## config.mk

```make
export PLATFORM = sky130hd
export DESIGN_NAME = rv_decode_stage
export DESIGN_NICKNAME = d
export VERILOG_FILES = /design/src/rtl/rv_pkg.sv /design/src/rtl/rv_imm_gen.sv /design/src/rtl/rv_decode_stage.sv
export SDC_FILE = /design/constraint.sdc
export NUM_CORES = 1
export LEC_CHECK = 0
export CORE_MARGIN = 4
export CORE_UTILIZATION = 43
export CTS_CLUSTER_DIAMETER = 50
export DETAILED_ROUTE_END_ITERATION = 10
export PLACE_DENSITY = 0.83
export SYNTH_ARGS = -nofsm -noshare
export SYNTH_HDL_FRONTEND = slang
export SYNTH_SLANG_ARGS = --single-unit
export TNS_END_PERCENT = 5
```

## constraint.sdc

```tcl
create_clock -name clk -period 4.2 [get_ports clk]
set_input_delay 0.84 -clock clk [delete_from_list [all_inputs] [get_ports clk]]
set_output_delay 0.84 -clock clk [all_outputs]
set_load 0.03 [all_outputs]
```

## src/rtl/rv_pkg.sv

```systemverilog
// Shared decode constants: opcodes, one-hot class indices, immediate kinds.
// Also holds the registered bundle layout passed from decode to execute.
package rv_pkg;

    localparam logic [6:0] OPC_LUI     = 7'b0110111;
    localparam logic [6:0] OPC_AUIPC   = 7'b0010111;
    localparam logic [6:0] OPC_JAL     = 7'b1101111;
    localparam logic [6:0] OPC_JALR    = 7'b1100111;
    localparam logic [6:0] OPC_BRANCH  = 7'b1100011;
    localparam logic [6:0] OPC_LOAD    = 7'b0000011;
    localparam logic [6:0] OPC_STORE   = 7'b0100011;
    localparam logic [6:0] OPC_OPIMM   = 7'b0010011;
    localparam logic [6:0] OPC_OP      = 7'b0110011;
    localparam logic [6:0] OPC_FENCE   = 7'b0001111;
    localparam logic [6:0] OPC_SYSTEM  = 7'b1110011;
    localparam logic [6:0] OPC_OPIMM32 = 7'b0011011;
    localparam logic [6:0] OPC_OP32    = 7'b0111011;

    localparam int OP_LUI     = 0;
    localparam int OP_AUIPC   = 1;
    localparam int OP_JAL     = 2;
    localparam int OP_JALR    = 3;
    localparam int OP_BRANCH  = 4;
    localparam int OP_LOAD    = 5;
    localparam int OP_STORE   = 6;
    localparam int OP_OPIMM   = 7;
    localparam int OP_OP      = 8;
    localparam int OP_FENCE   = 9;
    localparam int OP_SYSTEM  = 10;
    localparam int OP_OPIMM32 = 11;
    localparam int OP_OP32    = 12;
    localparam int OP_N       = 13;

    localparam logic [31:0] INSTR_ECALL  = 32'h0000_0073;
    localparam logic [31:0] INSTR_EBREAK = 32'h0010_0073;

    typedef enum logic [2:0] {
        IMM_I,
        IMM_S,
        IMM_B,
        IMM_U,
        IMM_J,
        IMM_NONE
    } imm_t;

    typedef struct packed {
        logic [4:0]      rd;
        logic [4:0]      rs1;
        logic [4:0]      rs2;
        logic [2:0]      funct3;
        logic            funct7b5;
        logic [OP_N-1:0] op;
        logic            illegal;
        logic [11:0]     csr_addr;
        logic [4:0]      csr_uimm;
    } id_ex_t;

    // funct7 values shared by the add/sub and srl/sra pairs
    function automatic logic f7_std(input logic [6:0] f7);
        return (f7 == 7'b0000000) || (f7 == 7'b0100000);
    endfunction

endpackage

```

## src/rtl/rv_imm_gen.sv

```systemverilog
// Immediate generator: selects and sign-extends the immediate to XLEN.
// Built at 64 bits and truncated so one datapath serves RV32 and RV64.
module rv_imm_gen
    import rv_pkg::*;
#(
    parameter int XLEN = 32
) (
    input  logic [31:0]     instr,
    input  imm_t            sel,
    output logic [XLEN-1:0] imm
);

    logic [63:0] full;
    logic        s;

    assign s = instr[31];

    always_comb begin
        full = '0;
        unique case (sel)
            IMM_I: full = {{52{s}}, instr[31:20]};
            IMM_S: full = {{52{s}}, instr[31:25], instr[11:7]};
            IMM_B: full = {{51{s}}, instr[31], instr[7],
                           instr[30:25], instr[11:8], 1'b0};
            IMM_U: full = {{32{s}}, instr[31:12], 12'b0};
            IMM_J: full = {{43{s}}, instr[31], instr[19:12],
                           instr[20], instr[30:21], 1'b0};
            default: full = '0;
        endcase
    end

    assign imm = full[XLEN-1:0];

endmodule

```

## src/rtl/rv_decode_stage.sv

```systemverilog
// Registered RV32I/RV64I decode stage with valid/ready and flush.
// Define DECODE_ZICSR_EN to accept CSR instructions and expose CSR fields.
module rv_decode_stage
    import rv_pkg::*;
#(
    parameter int XLEN = 32,
    parameter int PC_W = 32
) (
    input  logic            clk,
    input  logic            rst,
    input  logic            flush,
    input  logic            in_valid,
    output logic            in_ready,
    input  logic [31:0]     in_instr,
    input  logic [PC_W-1:0] in_pc,
    output logic            out_valid,
    input  logic            out_ready,
    output logic [PC_W-1:0] out_pc,
    output logic [4:0]      out_rd,
    output logic [4:0]      out_rs1,
    output logic [4:0]      out_rs2,
    output logic [2:0]      out_funct3,
    output logic            out_funct7b5,
    output logic [XLEN-1:0] out_imm,
    output logic [12:0]     out_op,
    output logic            out_illegal,
    output logic [11:0]     out_csr_addr,
    output logic [4:0]      out_csr_uimm
);

    localparam bit RV64 = (XLEN == 64);

    logic [6:0]      opc;
    logic [2:0]      f3;
    logic [6:0]      f7;
    logic [5:0]      f6;
    logic [OP_N-1:0] op_d;
    logic            bad;
    logic            ill_d;
    imm_t            isel;
    logic [XLEN-1:0] imm_d;
    id_ex_t          dec_d;
    id_ex_t          dec_q;
    logic            vld_q;
    logic [PC_W-1:0] pc_q;
    logic [XLEN-1:0] imm_q;
    logic            accept;

    assign opc = in_instr[6:0];
    assign f3  = in_instr[14:12];
    assign f7  = in_instr[31:25];
    assign f6  = in_instr[31:26];

    always_comb begin
        op_d = '0;
        bad  = 1'b0;
        isel = IMM_NONE;
        unique case (opc)
            OPC_LUI: begin
                op_d[OP_LUI] = 1'b1;
                isel = IMM_U;
            end
            OPC_AUIPC: begin
                op_d[OP_AUIPC] = 1'b1;
                isel = IMM_U;
            end
            OPC_JAL: begin
                op_d[OP_JAL] = 1'b1;
                isel = IMM_J;
            end
            OPC_JALR: begin
                op_d[OP_JALR] = 1'b1;
                isel = IMM_I;
                bad  = (f3 != 3'b000);
            end
            OPC_BRANCH: begin
                op_d[OP_BRANCH] = 1'b1;
                isel = IMM_B;
                bad  = (f3 == 3'b010) || (f3 == 3'b011);
            end
            OPC_LOAD: begin
                op_d[OP_LOAD] = 1'b1;
                isel = IMM_I;
                bad  = (f3 == 3'b111) ||
                       (!RV64 && ((f3 == 3'b011) || (f3 == 3'b110)));
            end
            OPC_STORE: begin
                op_d[OP_STORE] = 1'b1;
                isel = IMM_S;
                bad  = RV64 ? (f3 > 3'b011) : (f3 > 3'b010);
            end
            OPC_OPIMM: begin
                op_d[OP_OPIMM] = 1'b1;
                isel = IMM_I;
                // RV64 frees instr[25] for the sixth shamt bit
                if (f3 == 3'b001)
                    bad = RV64 ? (f6 != 6'b0) : (f7 != 7'b0);
                else if (f3 == 3'b101)
                    bad = RV64 ? !((f6 == 6'b0) || (f6 == 6'b010000))
                               : !f7_std(f7);
            end
            OPC_OP: begin
                op_d[OP_OP] = 1'b1;
                bad = !f7_std(f7) ||
                      (f7[5] && (f3 != 3'b000) && (f3 != 3'b101));
            end
            OPC_FENCE: begin
                op_d[OP_FENCE] = 1'b1;
                isel = IMM_I;
            end
            OPC_SYSTEM: begin
                op_d[OP_SYSTEM] = 1'b1;
                isel = IMM_I;
                if (f3 == 3'b000)
                    bad = (in_instr != INSTR_ECALL) &&
                          (in_instr != INSTR_EBREAK);
                else
`ifdef DECODE_ZICSR_EN
                    bad = (f3 == 3'b100);
`else
                    bad = 1'b1;
`endif
            end
            OPC_OPIMM32: begin
                op_d[OP_OPIMM32] = 1'b1;
                isel = IMM_I;
                if (f3 == 3'b001)
                    bad = !RV64 || (f7 != 7'b0);
                else if (f3 == 3'b101)
                    bad = !RV64 || !f7_std(f7);
                else
                    bad = !RV64 || (f3 != 3'b000);
            end
            OPC_OP32: begin
                op_d[OP_OP32] = 1'b1;
                if (f7 == 7'b0)
                    bad = !RV64 || !((f3 == 3'b000) ||
                          (f3 == 3'b001) || (f3 == 3'b101));
                else
                    bad = !RV64 || (f7 != 7'b0100000) ||
                          !((f3 == 3'b000) || (f3 == 3'b101));
            end
            default: bad = 1'b1;
        endcase
    end

    assign ill_d = bad || (in_instr[1:0] != 2'b11);

    rv_imm_gen #(
        .XLEN (XLEN)
    ) u_imm (
        .instr (in_instr),
        .sel   (isel),
        .imm   (imm_d)
    );

    always_comb begin
        dec_d          = '0;
        dec_d.rd       = in_instr[11:7];
        dec_d.rs1      = in_instr[19:15];
        dec_d.rs2      = in_instr[24:20];
        dec_d.funct3   = f3;
        dec_d.funct7b5 = in_instr[30];
        dec_d.op       = ill_d ? '0 : op_d;
        dec_d.illegal  = ill_d;
`ifdef DECODE_ZICSR_EN
        dec_d.csr_addr = in_instr[31:20];
        dec_d.csr_uimm = in_instr[19:15];
`endif
    end

    assign in_ready = !vld_q || out_ready;
    assign accept   = in_valid && in_ready;

    // flush outranks accept so a flushed word never reaches execute
    always_ff @(posedge clk or posedge rst) begin
        if (rst) begin
            vld_q <= 1'b0;
            dec_q <= '0;
            pc_q  <= '0;
            imm_q <= '0;
        end else if (flush) begin
            vld_q <= 1'b0;
        end else if (accept) begin
            vld_q <= 1'b1;
            dec_q <= dec_d;
            pc_q  <= in_pc;
            imm_q <= imm_d;
        end else if (out_ready) begin
            vld_q <= 1'b0;
        end
    end

    assign out_valid    = vld_q;
    assign out_pc       = pc_q;
    assign out_rd       = dec_q.rd;
    assign out_rs1      = dec_q.rs1;
    assign out_rs2      = dec_q.rs2;
    assign out_funct3   = dec_q.funct3;
    assign out_funct7b5 = dec_q.funct7b5;
    assign out_imm      = imm_q;
    assign out_op       = dec_q.op;
    assign out_illegal  = dec_q.illegal;
    assign out_csr_addr = dec_q.csr_addr;
    assign out_csr_uimm = dec_q.csr_uimm;

endmodule
```

==> results.py <==
metrics = {
    "sta": {
        "fin_crit_sh": 0.7100,
        "rsz0062_at_grt": "false",
        "skew_ns": 0.004100,
        "maxSlewViolCount": 0,
        "worst_slew_pin_slew_ns": 0.9327,
        "hold_viol": 0,
        "tns_ns": 0,
        "timing.fmax_mhz": 335.4,
        "min_period_ns": 2.982,
        "slew_headroom": 0.3782,
        "setup_viol": 0,
    },
    "route": {
        "wl_um": 13240,
        "vias": 3983,
        "ant_nets": 0,
        "routedWlPerCell_um": 16.99,
        "remaining_drc_errors": 0,
        "drt_iter0_drc": 210,
        "firstDrtPassIters": 5,
        "viasPerCell": 5.113,
    },
    "min_path": {
        "hold_start": "out_pc[31]",
        "holdPathStages": 2,
        "hp-class": "flip-flop to flip-flop",
    },
    "pwr": {
        "p_comb_frac": 0.284,
        "leakage_uw": 0.002922,
        "p_int_uw": 1518,
        "ir_worst_vdd_v": 0.0002169,
        "sw_frac_of_total": 0.3444,
        "p_per_area_nw_per_um2": 365.5,
        "switchingPower_uw": 797.4,
        "p_clk_frac": 0.251,
        "pwr-share-seq": 0.466,
    },
    "synth": {
        "yosys_warnings": 0,
        "yosys-top-cells-area": "dfrtp_1 55%, nand2_1 16%, buf_4 3.2%",
        "synth-edff-count": 0,
        "ys_seq_area_frac": 0.5475,
        "async_reset_ff_frac": 1.000,
        "synth_area_leader_cell": "dfrtp_1",
        "syn_area_per_cell_sq_um": 9.198,
        "ys_seq_elements": 98,
        "ys_types": 48,
        "netlist_area_sq_um": 4479,
        "yosys.area.top_type_share": 0.5475,
        "netlist_instances": 487,
        "dominantRegCellSynth": "dfrtp_1",
    },
    "clocking": {
        "clk_latency_ns": 0.36,
        "post_cts_resized": 0,
        "cts_sinks": 98,
        "clock_tree.root_cell": "clkbuf_8",
        "path_clk_slew_ns": 0.09,
        "htreeDepth": 3,
        "hold_buffers": 0,
        "clock_tree.buffer_depth": 2,
        "cts_made_buffers": 9,
        "post_cts_buffers": 0,
        "cts_tree": "done",
    },
    "global_routing": {
        "grtUsageTotal": 0.2222,
        "grt_max_degree": 78,
        "grt_pass1_wl_um": 20770,
        "grt_pass1_vias": 4011,
        "globalRouteOverflowTotal": 0,
        "antenna_found_initial": 0,
    },
    "setup_path": {
        "r2r_end": "out_imm[13]",
        "critPathKind": "primary input to primary output",
        "cp-end-kind": "primary output",
        "startpoint_type": "primary input",
        "crit_chain": "clkdlybuf4s50_1 -> nor2b_1 -> inv_2 -> clkdlybuf4s50_1",
        "crit_buf_inv": 3,
        "ff2ff_setup_slack_ns": 2.01,
        "critPathMostFrequentCell": "clkdlybuf4s50_1",
        "crit_fanout": 3,
        "worstPathRequired_ns": 3.36,
        "r2r_start": "out_valid",
        "worst_r2r_path_depth": 7,
        "endpoint": "in_ready",
        "arrival_ns": 2.14,
        "slowest_stage": "clkdlybuf4s50_1",
        "crit_family": "buffers and inverters",
        "cp.depth": 4,
        "crit_start": "out_ready",
        "max_stage_delay_ns": 0.59,
    },
    "die": {
        "core_sq_um": 9955,
        "io_pins": 185,
        "dieArea_sq_um": 12110,
        "die_h_um": 110.1,
        "rows": 36,
        "die_x_um": 110.1,
        "initial_utilization": 0.4500,
    },
    "placement": {
        "dp_hpwl_um": 9801,
        "gp_congestion": 0.8994,
        "portBuffers": 167,
        "postPlaceCellArea_sq_um": 6153,
    },
    "final_layout": {
        "fin_util": 0.6364,
        "diodes": 0,
        "syn_to_final_growth_pct": 41.42,
        "layout-drive-gt1-share": 0.05263,
        "final_common_cell": "nand2_1",
        "nNetsFinal": 710,
        "layout_common_cells": "190 x nand2_1, 167 x clkdlybuf4s50_1, 98 x dfrtp_1, 22 x a21oi_1",
        "finalInstanceArea_sq_um": 6335,
    },
    "run": {
        "maxCapViolCount": 0,
    },
    "outcome": {
        "status": "finished clean",
    },
}
[flip-flops by register name, indices dropped and copies added (netlist names)]
name / count
out_rs2: 5
out_rd: 5
out_rs1: 5
out_imm: 32
out_valid: 1
out_pc: 32
out_funct3: 3
out_op: 13
out_illegal: 1
out_funct7b5: 1
[per-stage QoR]
| step | power (uW) | hold slack, ns | cells | setup WS, ns |
|---|---|---|---|---|
| after detailed placement | 1757 | 0.4622 | 763 | 0.9716 |
| final | 2315 | 0.4837 | 779 | 1.218 |
| after global placement | 1742 | 0.4571 | 763 | 0.9380 |
| after CTS | 2338 | 0.4872 | 779 | 1.217 |
| after floorplan | 1456 | 0.6469 | 503 | 0.7979 |
| after global routing | 2437 | 0.5112 | 779 | 1.167 |
[synth_stat cells (2+ instances only)]
library cell and number:
nand2_1 190, o22ai_1 3, buf_4 19, a32o_1 2, nor3_1 3, o31ai_1 13, a21o_1 7, o21ai_1 2
nor2_1 17, buf_6 3, o21ai_0 8, nor2b_1 6, inv_1 4, a221o_1 8, and4_1 2, dfrtp_1 98
and2_1 4, buf_2 8, a21oi_1 22, nand3b_1 3, a22o_1 10, clkbuf_1 15, nand2b_1 5, nand3_1 3
and3_1 4, nor3_2 2, a32oi_1 2, nor4_1 4
[cells by family (layout without fill, tap and decap cells)]
family | count (synthesis) | count (layout) | share of synthesized area
AO/OA/AOI/OAI | 84 | 84 | 0.1341
XOR/XNOR | 1 | 1 | 0.001956
buffers and inverters | 51 | 194 | 0.06592
flip-flops | 98 | 98 | 0.5475
multiplexers | 1 | 1 | 0.002235
other | 1 | 17 | 0.0008372
AND/OR/NAND/NOR | 251 | 251 | 0.2475
[layout make-up]
type / count / area [sq um]
Timing Repair Buffer: 173 / 1717
Clock buffer: 9 / 123.9
Multi-Input combinational cell: 354 / 1797
Clock inverter: 7 / 57.56
Sequential cell: 98 / 2452
Fill cell: 840 / 3620
Inverter: 5 / 21.27
Tap cell: 133 / 166.4
[tightest hold or removal path: stages (launching register included)]
cell	delay (ns)
dfrtp_1	0.35
nand2_1	0.05
nand2_1	0.06
[layer usage]
layer | global-route usage | part of all wire
met1 | 0.2917 | 0.42
met2 | 0.3588 | 0.48
met3 | 0.05824 | 0.078
met4 | 0.07302 | 0.023
met5 | 0 | 0
[power groups by stage]
stage	Sequential (uW)	Clock, uW	Combinational, uW
2_1_floorplan	1270	0	186
3_3_place_gp	1090	0	651
3_5_place_dp	1100	0	661
4_1_cts	1080	597	662
5_1_grt	1090	643	702
6_report	1080	580	656
[worst min path at each step]
stage,endpoint
2_1_floorplan,out_funct3[0]
3_3_place_gp,out_pc[29]
3_5_place_dp,out_pc[13]
4_1_cts,out_pc[13]
5_1_grt,out_funct3[0]
6_report,out_pc[31]
(Power assumes the default switching activity.)
